File: src/rtl/eee_hblur_if.sv
`default_nettype none
// +-----------------------------------------------------------------------+
// | eee_hblur_if                                                          |
// | Avalon-ST video stream bundle: 24-bit data with valid/sop/eop/ready.  |
// | Revision: 1.0                                                         |
// +-----------------------------------------------------------------------+
interface eee_hblur_if;
  logic [23:0] data;
  logic        valid;
  logic        sop;
  logic        eop;
  logic        ready;

  modport master (output data, valid, sop, eop, input ready);
  modport slave  (input data, valid, sop, eop, output ready);
endinterface
`default_nettype wire

File: src/rtl/eee_hblur.sv
`default_nettype none
// +-----------------------------------------------------------------------+
// | eee_hblur                                                             |
// | Horizontal 1-2-1 blur on Avalon-ST video packets, edge-replicated.    |
// | Revision: 1.0                                                         |
// +-----------------------------------------------------------------------+
module eee_hblur #(
  parameter int IMAGE_W = 640
) (
  input  logic          clk,
  input  logic          reset_n,
  input  logic          enable,
  eee_hblur_if.slave    sink,
  eee_hblur_if.master   source
);

  localparam logic [2:0]  S_IDLE  = 3'd0;
  localparam logic [2:0]  S_PASS  = 3'd1;
  localparam logic [2:0]  S_FIRST = 3'd2;
  localparam logic [2:0]  S_RUN   = 3'd3;
  localparam logic [2:0]  S_FLUSH = 3'd4;
  localparam logic [10:0] c_X_LAST = 11'(IMAGE_W - 1);

  logic [2:0]  r_state, w_next_state;
  logic [10:0] r_x;
  logic [23:0] r_h, r_p;
  logic        r_h_eop;
  logic        r_src_valid, r_src_sop, r_src_eop;
  logic [23:0] r_src_data;

  logic        w_slot_free, w_sink_ready, w_acc, w_is_sop, w_pix, w_line_end;
  logic        w_load, w_load_sop, w_load_eop;
  logic [23:0] w_load_data;

  function automatic logic [23:0] filt(input logic [23:0] a, input logic [23:0] b,
                                       input logic [23:0] c);
    logic [9:0] s;
    filt = '0;
    for (int i = 0; i < 3; i++) begin
      s = {2'b00, a[8*i +: 8]} + {1'b0, b[8*i +: 8], 1'b0} + {2'b00, c[8*i +: 8]};
      filt[8*i +: 8] = 8'(s >> 2);
    end
  endfunction

  assign w_slot_free  = !r_src_valid || source.ready;
  assign w_sink_ready = reset_n && w_slot_free && (r_state != S_FLUSH);
  assign w_acc        = sink.valid && w_sink_ready;
  assign w_is_sop     = w_acc && sink.sop;
  assign w_pix        = w_acc && !sink.sop && (r_state == S_FIRST || r_state == S_RUN);
  assign w_line_end   = (r_x == c_X_LAST);

  always_ff @(posedge clk) begin
    if (!reset_n) r_state <= S_IDLE;
    else          r_state <= w_next_state;
  end

  // A sop is honoured in every state: buffered line pixels are simply abandoned.
  always_comb begin
    w_next_state = r_state;
    if (w_is_sop) begin
      if (sink.eop)                             w_next_state = S_IDLE;
      else if (enable && sink.data[3:0] == 4'h0) w_next_state = S_FIRST;
      else                                      w_next_state = S_PASS;
    end else if (w_acc) begin
      case (r_state)
        S_PASS:        if (sink.eop) w_next_state = S_IDLE;
        S_FIRST, S_RUN: w_next_state = (w_line_end || sink.eop) ? S_FLUSH : S_RUN;
        default: ;
      endcase
    end else if (r_state == S_FLUSH && w_slot_free) begin
      w_next_state = r_h_eop ? S_IDLE : S_FIRST;
    end
  end

  always_comb begin
    w_load      = 1'b0;
    w_load_data = sink.data;
    w_load_sop  = 1'b0;
    w_load_eop  = sink.eop;
    if (w_is_sop) begin
      w_load     = 1'b1;
      w_load_sop = 1'b1;
    end else if (w_acc) begin
      case (r_state)
        S_IDLE, S_PASS: w_load = 1'b1;
        S_RUN: begin
          w_load      = 1'b1;
          w_load_data = filt(r_p, r_h, sink.data);
          w_load_eop  = 1'b0;
        end
        default: ;
      endcase
    end else if (r_state == S_FLUSH && w_slot_free) begin
      // Right edge: the last pixel stands in for its missing neighbour.
      w_load      = 1'b1;
      w_load_data = filt(r_p, r_h, r_h);
      w_load_eop  = r_h_eop;
    end
  end

  always_ff @(posedge clk) begin
    if (!reset_n) begin
      r_x         <= '0;
      r_h         <= '0;
      r_p         <= '0;
      r_h_eop     <= 1'b0;
      r_src_valid <= 1'b0;
      r_src_sop   <= 1'b0;
      r_src_eop   <= 1'b0;
      r_src_data  <= '0;
    end else begin
      if (w_is_sop)  r_x <= '0;
      else if (w_pix) r_x <= w_line_end ? 11'd0 : r_x + 11'd1;

      if (w_pix) begin
        r_h     <= sink.data;
        r_h_eop <= sink.eop;
        r_p     <= (r_state == S_FIRST) ? sink.data : r_h;
      end

      if (w_load) begin
        r_src_valid <= 1'b1;
        r_src_data  <= w_load_data;
        r_src_sop   <= w_load_sop;
        r_src_eop   <= w_load_eop;
      end else if (source.ready) begin
        r_src_valid <= 1'b0;
      end
    end
  end

  assign sink.ready   = w_sink_ready;
  assign source.valid = r_src_valid;
  assign source.data  = r_src_data;
  assign source.sop   = r_src_sop;
  assign source.eop   = r_src_eop;

endmodule
`default_nettype wire
File: src/flat_wrapper.sv
// flat-port wrapper written by rule: the top's interface ports become plain ports
module eee_hblur_flat 
#(
  parameter int IMAGE_W = 640
)
  (clk, reset_n, enable, sink_data, sink_valid, sink_sop, sink_eop, sink_ready, source_data, source_valid, source_sop, source_eop, source_ready);
  eee_hblur_if sink_i ();
  eee_hblur_if source_i ();
  input  logic clk;
  input  logic reset_n;
  input  logic enable;
  input wire logic [$bits(sink_i.data)-1:0] sink_data;
  input wire logic [$bits(sink_i.valid)-1:0] sink_valid;
  input wire logic [$bits(sink_i.sop)-1:0] sink_sop;
  input wire logic [$bits(sink_i.eop)-1:0] sink_eop;
  output wire logic [$bits(sink_i.ready)-1:0] sink_ready;
  output wire logic [$bits(source_i.data)-1:0] source_data;
  output wire logic [$bits(source_i.valid)-1:0] source_valid;
  output wire logic [$bits(source_i.sop)-1:0] source_sop;
  output wire logic [$bits(source_i.eop)-1:0] source_eop;
  input wire logic [$bits(source_i.ready)-1:0] source_ready;
  assign sink_i.data = sink_data;
  assign sink_i.valid = sink_valid;
  assign sink_i.sop = sink_sop;
  assign sink_i.eop = sink_eop;
  assign sink_ready = sink_i.ready;
  assign source_data = source_i.data;
  assign source_valid = source_i.valid;
  assign source_sop = source_i.sop;
  assign source_eop = source_i.eop;
  assign source_i.ready = source_ready;
  eee_hblur #(.IMAGE_W(IMAGE_W)) u_core (.clk(clk), .reset_n(reset_n), .enable(enable), .sink(sink_i), .source(source_i));
endmodule
File: config.mk
export PLATFORM = sky130hd
export DESIGN_NAME = eee_hblur_flat
export DESIGN_NICKNAME = d
export VERILOG_FILES = /design/src/rtl/eee_hblur_if.sv /design/src/rtl/eee_hblur.sv /design/src/flat_wrapper.sv
export SDC_FILE = /design/constraint.sdc
export NUM_CORES = 1
export LEC_CHECK = 0
export BUFFER_PORTS_ARGS = -buffer_cell sky130_fd_sc_hd__buf_4
export CORE_MARGIN = 8
export CORE_UTILIZATION = 31
export CTS_CLUSTER_SIZE = 14
export DETAILED_ROUTE_END_ITERATION = 8
export SLEW_MARGIN = 20
export SYNTH_ARGS = -nofsm -noshare
export SYNTH_HDL_FRONTEND = slang
export SYNTH_SLANG_ARGS = --single-unit
File: constraint.sdc
create_clock -name clk -period 3.3 [get_ports clk]
set_input_delay 0.165 -clock clk [delete_from_list [all_inputs] [get_ports clk]]
set_output_delay 0.165 -clock clk [all_outputs]
set_load 0.005 [all_outputs]
==> reports/results.ini <==
[outcome]
status = completed

[route]
vias = 5657
wl_per_cell_um = 15.8
ant_nets = 0
avgViaCountPerCell = 5.20
wl_um = 17200
drc = 0
first_pass_iters = 4
dr.first_iter.drc_count = 366

[synthesis]
synth_fp_nets = 850
synth-seq-cells = 90
yosysMostFrequentCell = dfxtp_1
synth_top_area_cell = dfxtp_1
synth_edf_count = 0
ys.flop_type = dfxtp_1
yosysTopAreaCellShare_pct = 28.9
synth_area_mm2 = 0.00623
syn_area_per_cell_um2 = 8.29
ys_warn_count = 0
synthCells = 752
yosys-top-cells-count = dfxtp_1 (90), a21oi_1 (86), nand2_1 (78)
yosys.cell_types.count = 64
synth_area_leaders = dfxtp_1 (29%), ha_1 (13%), a21oi_1 (6.9%)
synthArstFlopShare_pct = 0
yosysSeqAreaShare_pct = 28.9

[grt]
grt_pass1_wl_um = 28400
grt_max_degree = 58
grt-busiest-layer = met2
met1_usage_pct = 18.6
grt_pass1_vias = 5544
grt_usage_pct = 14.2
global_route.usage.met2_pct = 23.5
grt_overflow = 0
grtUsageMet3_pct = 2.57
antenna_found_initial = 0

[worst_setup_path]
cpPeakStageDelay_ns = 0.36
regToRegStartpoint = u_core.r_p[17]
cp-end-kind = flip-flop
path_class = reg -> reg
path_buf_inv = 0
crit_slowest_cell = fa_2
required_ns = 3.58
cp-start-kind = flip-flop
crit_chain = ha_2, fa_2, a21o_1, a21oi_2, nor2b_1, o21a_1, nor2_2, xnor2_2, ha_1, a21o_1, a31o_2, a211o_1, and3_1, a21oi_1
worst_path_most_repeated_cell = a21o_1
crit_start = u_core.r_p[17]
critPathTopFamily = compound AO/OA/AOI/OAI gates
arrival_ns = 3.40
cp_max_fo = 3

[sta]
fin_crit_sh_pct = 94.5
fin_ws_ns = 0.183
fmax_mhz = 321
setup_viol = 0
rsz0062_at_grt = false
fin_setup_tns_ns = 0
slew_viol_final = 0
finalHoldViolCount = 0
max_slew.worst_pin.slew_ns = 0.834
clock_skew_ns = 0.00760
slew_headroom_pct = 44.4
finalCriticalPeriod_ns = 3.12

[floorplan]
die-area_mm2 = 0.0249
initial_core_util_pct = 31.2
io_pins = 59
core_mm2 = 0.0200
die_w_um = 158
row_count = 52
die_y_um = 158

[worst_hold_path]
hp-start = sink_data[0]
hold_path.class = in -> reg

[power_and_ir_drop]
p_leak_nw = 3.10
ir_drop_v = 0.000241
power_density_mw_per_mm2 = 347

[cts]
clkTransAtPathRegs_ns = 0.07
insertion_delay_ns = 0.35
ctsRootBufferMaster = clkbuf_16
cts_num_sinks = 90
cts_hold_buf = 0
numCtsBuffers = 9
clockBufferDepth = 2
htree_levels = 3
cts_tree = yes

[place]
post-place-ws_ns = -0.0621
place_congestion = 0.858
dp_hpwl_um = 12400
io_buffers = 58
dp.cells = 1065

[final_layout]
fin_cells = 1087
syn_to_final_growth_pct = 19.9
diodes = 0
fillers = 2057
drive_above_1_share_pct = 16.9
multiInputGateArea_mm2 = 0.00429
seqCellArea_mm2 = 0.00181
nNetsFinal = 910

[job]
drv_cap = 0

==> logic make-up after synthesis <==
kind of cell | count (synthesis) | synth area share, %
AOI/OAI and AO/OA | 243 | 25.4
and+or+nand+nor | 213 | 15.9
DFF | 90 | 28.9
adders and majority gates | 67 | 13.8
xor gates and xnor gates | 63 | 8.85
buffers and inverters | 54 | 3.55
muxes | 22 | 3.53
==> layout by cell type, fill, tap and decap left out, types with 3 or more instances in the layout <==
| master | count |
|---|---|
| a211oi_1 | 28 |
| a21o_1 | 16 |
| a21oi_1 | 84 |
| a221o_1 | 6 |
| a221oi_1 | 7 |
| a22oi_1 | 3 |
| a31o_2 | 5 |
| a31oi_1 | 8 |
| and3_1 | 10 |
| buf_4 | 87 |
| clkbuf_16 | 9 |
| clkinv_2 | 3 |
| clkinv_4 | 3 |
| dfxtp_1 | 87 |
| dfxtp_2 | 3 |
| fa_2 | 3 |
| ha_1 | 63 |
| inv_1 | 14 |
| mux2i_1 | 22 |
| nand2_1 | 78 |
| nand2b_1 | 5 |
| nand3_1 | 7 |
| nand4_1 | 10 |
| nor2_1 | 56 |
| nor2_2 | 3 |
| nor2b_1 | 7 |
| nor3_1 | 9 |
| nor4_1 | 3 |
| o21a_1 | 5 |
| o21ai_0 | 36 |
| o21ai_1 | 3 |
| o21bai_1 | 3 |
| o22ai_1 | 6 |
| or3_1 | 13 |
| xnor2_1 | 40 |
| xor2_1 | 21 |
==> metal layers <==
layer / wire length, um / share of wire (%)
met1: 8260 / 48
met2: 8070 / 47
met3: 638 / 3.7
met4: 211 / 1.2
met5: 0 / 0
==> state kept, by name, summed over array words and instances (netlist names), 3 cells and up <==
| name | cells |
|---|---|
| u_core.r_h | 24 |
| u_core.r_p | 24 |
| u_core.r_x | 11 |
| u_core.source.data | 24 |
| u_core.r_state | 3 |
==> per-stage QoR <==
stage | cell area, um2 | utilization [%] | hold slack [ns] | power [W]
2_1_floorplan | 6230 | - | 0.301 | 0.00139
3_3_place_gp | 7050 | 35.3 | 0.449 | 0.00155
3_5_place_dp | 7050 | 35.3 | 0.452 | 0.00155
4_1_cts | 7360 | 36.8 | 0.0828 | 0.00262
5_1_grt | 7470 | 37.4 | 0.0857 | 0.00272
6_report | 7470 | 37.4 | 0.0864 | 0.00259
==> worst register-to-register path: cells and delay by family (launching register included) <==
kind	cells	cell delay, ns
flops	1	0.32
fa+ha+maj	3	0.86
compound gates	7	1.35
simple gates	3	0.38
xor+xnor	1	0.14
==> cell type report <==
class | instances | share of cell area (%)
inverter | 15 | 0.771
clock buffer | 10 | 3.20
clock inverter | 6 | 0.888
multi-input combinational | 608 | 57.4
timing repair buffer | 88 | 9.01
sequential | 90 | 24.2
tap | 270 | 4.52
==> where the power goes <==
group	total, W	switching [W]	internal [W]	leakage [nW]
Clock	0.00106	0.000446	0.000609	0.152
Sequential	0.00115	0.0000260	0.00112	0.733
Combinational	0.000387	0.000209	0.000178	2.22
==> path summary, 6_finish.rpt <==
check | end | slack, ns | cells after the start
worst max register to register | u_core.source.data[23] | 0.18 | 14
worst min-delay path | u_core.r_h[0] | 0.09 | 3
worst min register to register | u_core.source.sop | 0.46 | 2
worst max-delay path | u_core.source.data[23] | 0.18 | 14
==> what timing repair did <==
action,in CTS,in global routing
pin swaps,0,11
setup endpoints to repair,5,10
resized for setup,3,19
buffers inserted,0,6
Note: power is estimated with default switching activity, not from simulation.
